File: config.mk
export PLATFORM = sky130hd
export DESIGN_NAME = if_fetch_unit
export DESIGN_NICKNAME = d
export VERILOG_FILES = /design/src/rtl/if_fetch_unit.sv
export SDC_FILE = /design/constraint.sdc
export NUM_CORES = 1
export LEC_CHECK = 0
export ABC_AREA = 1
export BUFFER_PORTS_ARGS = -buffer_cell sky130_fd_sc_hd__buf_2
export CAP_MARGIN = 20
export CORE_UTILIZATION = 45
export DETAILED_ROUTE_END_ITERATION = 12
export PLACE_DENSITY_LB_ADDON = 0.05
export RECOVER_POWER = 100
export REMOVE_ABC_BUFFERS = 1
export SLEW_MARGIN = 20
export SYNTH_ARGS = -nofsm -noshare
export SYNTH_HDL_FRONTEND = slang
export SYNTH_SLANG_ARGS = --single-unit
File: constraint.sdc
create_clock -name clk -period 1.2 [get_ports clk]
set_input_delay 0.3 -clock clk [delete_from_list [all_inputs] [get_ports clk]]
set_output_delay 0.3 -clock clk [all_outputs]
set_load 0.01 [all_outputs]
File: src/rtl/if_fetch_unit.sv
// Instruction-fetch stage and IF/ID pipeline register.
// Holds the PC and reads instruction memory combinationally. It registers the
// fetched word for the decoder and honours stalls and branch/jump redirects.
// Fetching a HALT word freezes the PC until a redirect or reset arrives.
module if_fetch_unit #(
  parameter int unsigned          PC_W     = 16,
  parameter logic [PC_W-1:0]      RESET_PC = '0,
  parameter logic [15:0]          HALT_IW  = 16'hFFFF,
  parameter logic [15:0]          NOP_IW   = 16'hF000
) (
  input  logic            clk,
  input  logic            rst,
  output logic [PC_W-1:0] imem_addr,
  input  logic [15:0]     imem_data,
  input  logic            stall,
  input  logic            redirect,
  input  logic [PC_W-1:0] redirect_pc,
  output logic [15:0]     IW,
  output logic [PC_W-1:0] pc_out,
  output logic [PC_W-1:0] pc_plus1,
  output logic            v,
  output logic            halted
);

  typedef enum logic [0:0] {
    S_RUN  = 1'b0,
    S_HALT = 1'b1
  } state_t;

  localparam logic [PC_W-1:0] PC_ONE = PC_W'(1);

  state_t          state_q, state_d;
  logic [PC_W-1:0] pc_q, pc_d;
  logic [15:0]     iw_q, iw_d;
  logic [PC_W-1:0] pc_out_q, pc_out_d;
  logic [PC_W-1:0] pc_plus1_q, pc_plus1_d;
  logic            v_q, v_d;

  // Next-state logic: redirect outranks stall; stall freezes everything in RUN.
  always_comb begin
    state_d    = state_q;
    pc_d       = pc_q;
    iw_d       = iw_q;
    pc_out_d   = pc_out_q;
    pc_plus1_d = pc_plus1_q;
    v_d        = v_q;
    if (redirect) begin
      pc_d    = redirect_pc;
      iw_d    = NOP_IW;
      v_d     = 1'b0;
      state_d = S_RUN;
    end else begin
      unique case (state_q)
        S_RUN: begin
          if (!stall) begin
            iw_d       = imem_data;
            pc_out_d   = pc_q;
            pc_plus1_d = pc_q + PC_ONE;
            v_d        = 1'b1;
            if (imem_data == HALT_IW) begin
              state_d = S_HALT;
            end else begin
              pc_d = pc_q + PC_ONE;
            end
          end
        end
        S_HALT: begin
          // Once the HALT word has been consumed, feed bubbles; a stall keeps it in IW.
          if (!stall) begin
            iw_d = NOP_IW;
            v_d  = 1'b0;
          end
        end
        default: state_d = S_RUN;
      endcase
    end
  end

  // State and IF/ID register update with synchronous reset.
  always_ff @(posedge clk) begin
    if (rst) begin
      state_q    <= S_RUN;
      pc_q       <= RESET_PC;
      iw_q       <= NOP_IW;
      pc_out_q   <= '0;
      pc_plus1_q <= '0;
      v_q        <= 1'b0;
    end else begin
      state_q    <= state_d;
      pc_q       <= pc_d;
      iw_q       <= iw_d;
      pc_out_q   <= pc_out_d;
      pc_plus1_q <= pc_plus1_d;
      v_q        <= v_d;
    end
  end

  assign imem_addr = pc_q;
  assign IW        = iw_q;
  assign pc_out    = pc_out_q;
  assign pc_plus1  = pc_plus1_q;
  assign v         = v_q;
  assign halted    = (state_q == S_HALT);

endmodule
# After elaboration in Yosys (flattened, before gate mapping)
# Cells that the tools add are included.
# classes
add_sub_neg	1
n_eq_ne	6
mux	13
n_bitwise	3
reduce_logical	4
# ops
cell	n
16-bit two-way mux	6
16-bit case mux with 2 select lines	1
16-bit by 1-bit adder with 16-bit output, second input constant	1
16-bit equality test, second input constant	1
2-bit != test, second input constant	4
3-bit AND reduction	2
1-bit two-way mux	5
1-bit NOT	3
2-bit by 1-bit != test with 1-bit output, second input constant	1
1-bit case mux with 2 select lines	1
2-bit AND reduction	1
2-bit OR reduction	1
# word_totals
ff_bits	66
output_inout_bits	66
word_cells	33

# Longest topological paths before layout
# depth
word_depth	5
mapped_depth	10

# Least setup slack after synthesis
# OpenSTA, ideal clock, no wires.
# synth_path
kind	register to register
from	reg pc_q[1] (netlist: imem_addr[1])
to	reg pc_q[14] (netlist: imem_addr[14])
setup_time_ns	0.109
arrival_time_ns	1.304
path_slack_ns	-0.212
path_stages_with_launch	11
n_path_buf	0
period_less_slack_ns	1.412
path_cell_list	dfxtp_1 > ha_1 > nand3_2 > nor2_2 > nand3_1 > nand2_1 > nand2_1 > nand3_1 > nand3_1 > nand2_1 > inv_1
# synth_via
elab_chain_cells	5
# synth_rtl
item	line_no	source
start, declared	33	logic [PC_W-1:0] pc_q, pc_d;
start signal, assigned	90	pc_q <= pc_d;
16-bit by 1-bit adder with 16-bit output	63	pc_d = pc_q + PC_ONE;
16-bit two-way mux	60	if (imem_data == HALT_IW) begin
16-bit two-way mux	55	if (!stall) begin
16-bit two-way mux	53	unique case (state_q)
16-bit two-way mux	47	if (redirect) begin
# No other way between the ends. The select of a mux whose other input is x is not followed.
# A chain may end at the register's enable or synchronous reset.

# Worst setup path after layout
# layout_path
from	reg pc_q[1] (netlist: imem_addr[1])
to	reg pc_plus1_q[11] (netlist: pc_plus1[11])
# layout_via
elab_chain_cells	1
# layout_rtl
item	line_no	source
16-bit by 1-bit adder with 16-bit output	58	pc_plus1_d = pc_q + PC_ONE;
end signal, assigned	93	pc_plus1_q <= pc_plus1_d;
end, declared	36	logic [PC_W-1:0] pc_plus1_q, pc_plus1_d;
# No other way between the ends.

==> summary.txt <==
Synth
  – Post-synth cell types: 29
  – Yosys reg bits: 66
  – Netlist area before placement: 0.00299 mm²
  – YS warnings: 0
  – Syn avg cell area: 6.95 µm²
  – Sequential area share after synthesis: 0.441
  – Number of instances in the synthesized netlist: 431

Global routing
  – Global-route wire length before repair: 14.4 mm
  – Initial antenna violation count: 0
  – GRT Overall Usage: 0.256
  – Sum of overflow across all layers after global routing: 0
  – Vias in the first global route: 3,116
  – Maximum number of pins on one net before global-route repair: 31

Routing
  – Sum of routed wire length over all layers: 9.68 mm
  – Vias per Instance: 5.11
  – Average detailed-routed wire length per instance: 14.2 µm
  – Number of nets still failing antenna checks after routing: 0
  – DRC errors left: 0
  – Vias post-DR: 3,485
  – Initial DRT Pass Iterations: 4
  – Number of DRC markers in iteration 0: 185

CTS
  – Count of clock tree sinks: 66
  – Clock slew at the register clock pins of the worst setup and hold paths: 0.08 ns
  – Cts bufs inserted: 9
  – Worst skew pair latency: 0.36 ns
  – Clock root buffer: clkbuf_8
  – Number of levels in the clock H-tree: 3
  – CTS Hold Buffers Added: 0
  – Number of buffers on the longest clock path: 2
  – CTS tree: yes

Pwr
  – Internal power consumption: 3870 µW
  – Part of the total power dissipated in combinational logic: 0.188
  – Final Power: 5410 µW
  – Cell leakage power: 0.00220 µW
  – Maximum vdd ir drop: 0.736 mV
  – Proportion of power drawn by the clock network: 0.368
  – Switching share of power: 0.284
  – Part of the total power dissipated in sequential elements: 0.445
  – NetSw: 1540 µW
  – Total power per unit cell area: 1140 mW/mm²

Placement
  – Placer Congestion: 0.838
  – Half-perimeter wire length of the detailed placement result: 5.88 mm
  – DP Cell Count: 639
  – Port-buffer cells: 101

STA
  – Unrepaired setup endpoints after global routing: yes
  – Number of max-slew violations in the final report: 0
  – Shortest clock period the worst path allows after layout: 1.42 ns
  – Final count of hold timing violations: 0
  – Post-route worst hold slack: 0.183 ns
  – Skew final: 0.00752 ns
  – Setup TNS after final layout: -5.88 ns
  – Worst-case headroom to the max-slew limit: 0.704
  – Maximum clock frequency: 707 MHz
  – Period utilisation layout: 1.18
  – Final worst-path setup slack: -0.215 ns
  – Slew at the pin with the worst max-slew slack: 0.444 ns
  – Final setup vio count: 62

Finish
  – Final cell count without fillers: 682
  – Number of nets in the finished design: 637
  – Antenna diodes: 0
  – Area growth syn-to-layout: 58.1%
  – Fillers: 530
  – Layout cell share with drive strength beyond 1: 0.369
  – Core occupancy in the finished layout: 0.741

Floorplanning
  – Full die area: 0.00698 mm²
  – I/O Pins: 102
  – Effective utilization at floorplan: 0.469
  – Core region area: 0.00639 mm²
  – X dimension of the die: 83.6 µm
  – Number of placement rows: 29
  – Die Height: 83.6 µm

Worst setup path
  – Max FO, Critical Path: 4
  – Count of buffer and inverter cells on the critical path: 4
  – Setup crit end kind: register
  – Reg-to-Reg End: pc_plus1[11]$_SDFFE_PP0P_
  – R2r setup slk: -0.22 ns
  – Critical Path Slowest Stage Cell: dfxtp_4
  – Start point of the critical path: imem_addr[1]$_SDFFE_PP0P_
  – Critical path class: register to register
  – Endpoint arrival time on the critical path: 1.67 ns
  – Critical Path, Cell by Cell: buf_6 -> nand2_4 -> nor2_4 -> buf_6 -> nand3_2 -> nand2_1 -> nand2_1 -> inv_2 -> nand2_1 -> o211ai_1 -> inv_1
  – Worst reg-to-reg path cell count: 11
  – Most repeated library cell on the critical path: nand2_1
  – Family with the most delay on the worst path: simple AND/OR/NAND/NOR gates
  – Stage delay of the slowest cell on the critical path: 0.38 ns
  – Required time worst endpoint: 1.45 ns
  – Setup crit start kind: register
  – R2r startpoint: imem_addr[1]$_SDFFE_PP0P_

Min path
  – Cell depth of the worst min-delay path: 3
  – Class of the most critical hold timing path: primary input to register
  – Launch instance of the worst min-delay path: imem_data[14]
  – Worst hold path endpoint: IW[14]$_SDFFE_PP1P_

Flow run
  – Reported max-cap violation count: 0

Status
  – Outcome: complete, but fails checks
  – Violations in the final reports: setup timing
through the flow:
stage	setup slack (ns)	instance area (µm²)
detailed placement	-0.250	3910
global placement	-0.236	3910
finish	-0.215	4730
global route	-0.297	4730
CTS	-0.189	4410
floorplan	-0.659	2910
registers in the layout (all words and copies together), names as in the netlist:
| signal | cells |
|---|---|
| halted | 1 |
| imem_addr | 16 |
| pc_plus1 | 16 |
| IW | 16 |
| pc_out | 16 |
| v | 1 |
cell usage in the layout, fill, tap and decap left out, drive strengths merged:
master    instances
nand4             6
o22ai             4
a21oi            35
xor2              1
bufinv            1
clkbuf           68
buf             120
nor2             58
inv              43
o21ai            35
ha                1
nor3              1
xnor2             2
clkinv            2
dfxtp            66
clkinvlp          2
a211oi            1
nand3            25
nand2           128
o211ai            6
cell type report:
class                   count  area [µm²]  share of cell area
multi-input cells         303        1610               0.339
inverters                  44         178              0.0375
clock inverters             4        50.0              0.0106
repair buffers            176        1300               0.275
well taps                  77        96.3              0.0204
clock buffers              12         155              0.0328
flip-flops and latches     66        1350               0.285
cell usage after synthesis, drive strengths merged:
cell,n,area share
nand2,128,0.16
dfxtp,66,0.44
nor2,58,0.089
inv,42,0.053
a21oi,35,0.060
o21ai,35,0.062
nand3,25,0.043
buf,9,0.015
clkbuf,9,0.012
nand4,6,0.013
o211ai,6,0.015
o22ai,4,0.0084
clkinv,2,0.0042
xnor2,2,0.0059
a211oi,1,0.0042
ha,1,0.0042
nor3,1,0.0033
xor2,1,0.0029
metal layers:
metal  vias to the layer above  part of all wire  global-route usage
met1                      1618              0.43               0.321
met3                        18             0.059              0.0455
li1                       1727                 -                   -
met2                       122              0.49               0.433
met4                         0             0.018               0.105
met5                         -                 0                   0
power by group through the flow:
stage	Sequential (µW)	Combinational [µW]	Clock, µW
2_1_floorplan	2490	308	0
3_3_place_gp	2420	804	0
3_5_place_dp	2420	809	0
4_1_cts	2380	906	2000
5_1_grt	2420	1100	2110
6_report	2400	1010	1990
worst max path at each step:
stage / depth (start not counted) / endpoint / slack [ns]
after floorplan: 8 / pc_plus1[15]$_SDFFE_PP0P_ / -0.66
after global placement: 8 / imem_addr[4]$_SDFFE_PP0P_ / -0.24
after detailed placement: 9 / imem_addr[8]$_SDFFE_PP0P_ / -0.25
after CTS: 10 / imem_addr[15]$_SDFFE_PP0P_ / -0.19
after global routing: 11 / pc_plus1[11]$_SDFFE_PP0P_ / -0.30
final: 11 / pc_plus1[11]$_SDFFE_PP0P_ / -0.22
repair_timing:
action | in CTS | in global routing
resized for setup | 56 | 69
endpoints found under the setup margin | 44 | 56
cloned | 0 | 5
buffers inserted | 12 | 12
endpoints found under the hold margin | 0 | 0
pin swaps | 7 | 15
worst min-delay path: stages:
cell	delay, ns
buf_2	0.09
o22ai_1	0.07
nand2_1	0.05
cells by family after synthesis:
| group | synth area share |
|---|---|
| AND/OR/NAND/NOR | 0.313 |
| AO/OA/AOI/OAI | 0.150 |
| flip-flops | 0.441 |
| buffers and inverters | 0.0836 |
| XOR/XNOR | 0.00878 |
| adder cells (fa/ha/maj) | 0.00418 |
Note: power is estimated with default switching activity, not from simulation.
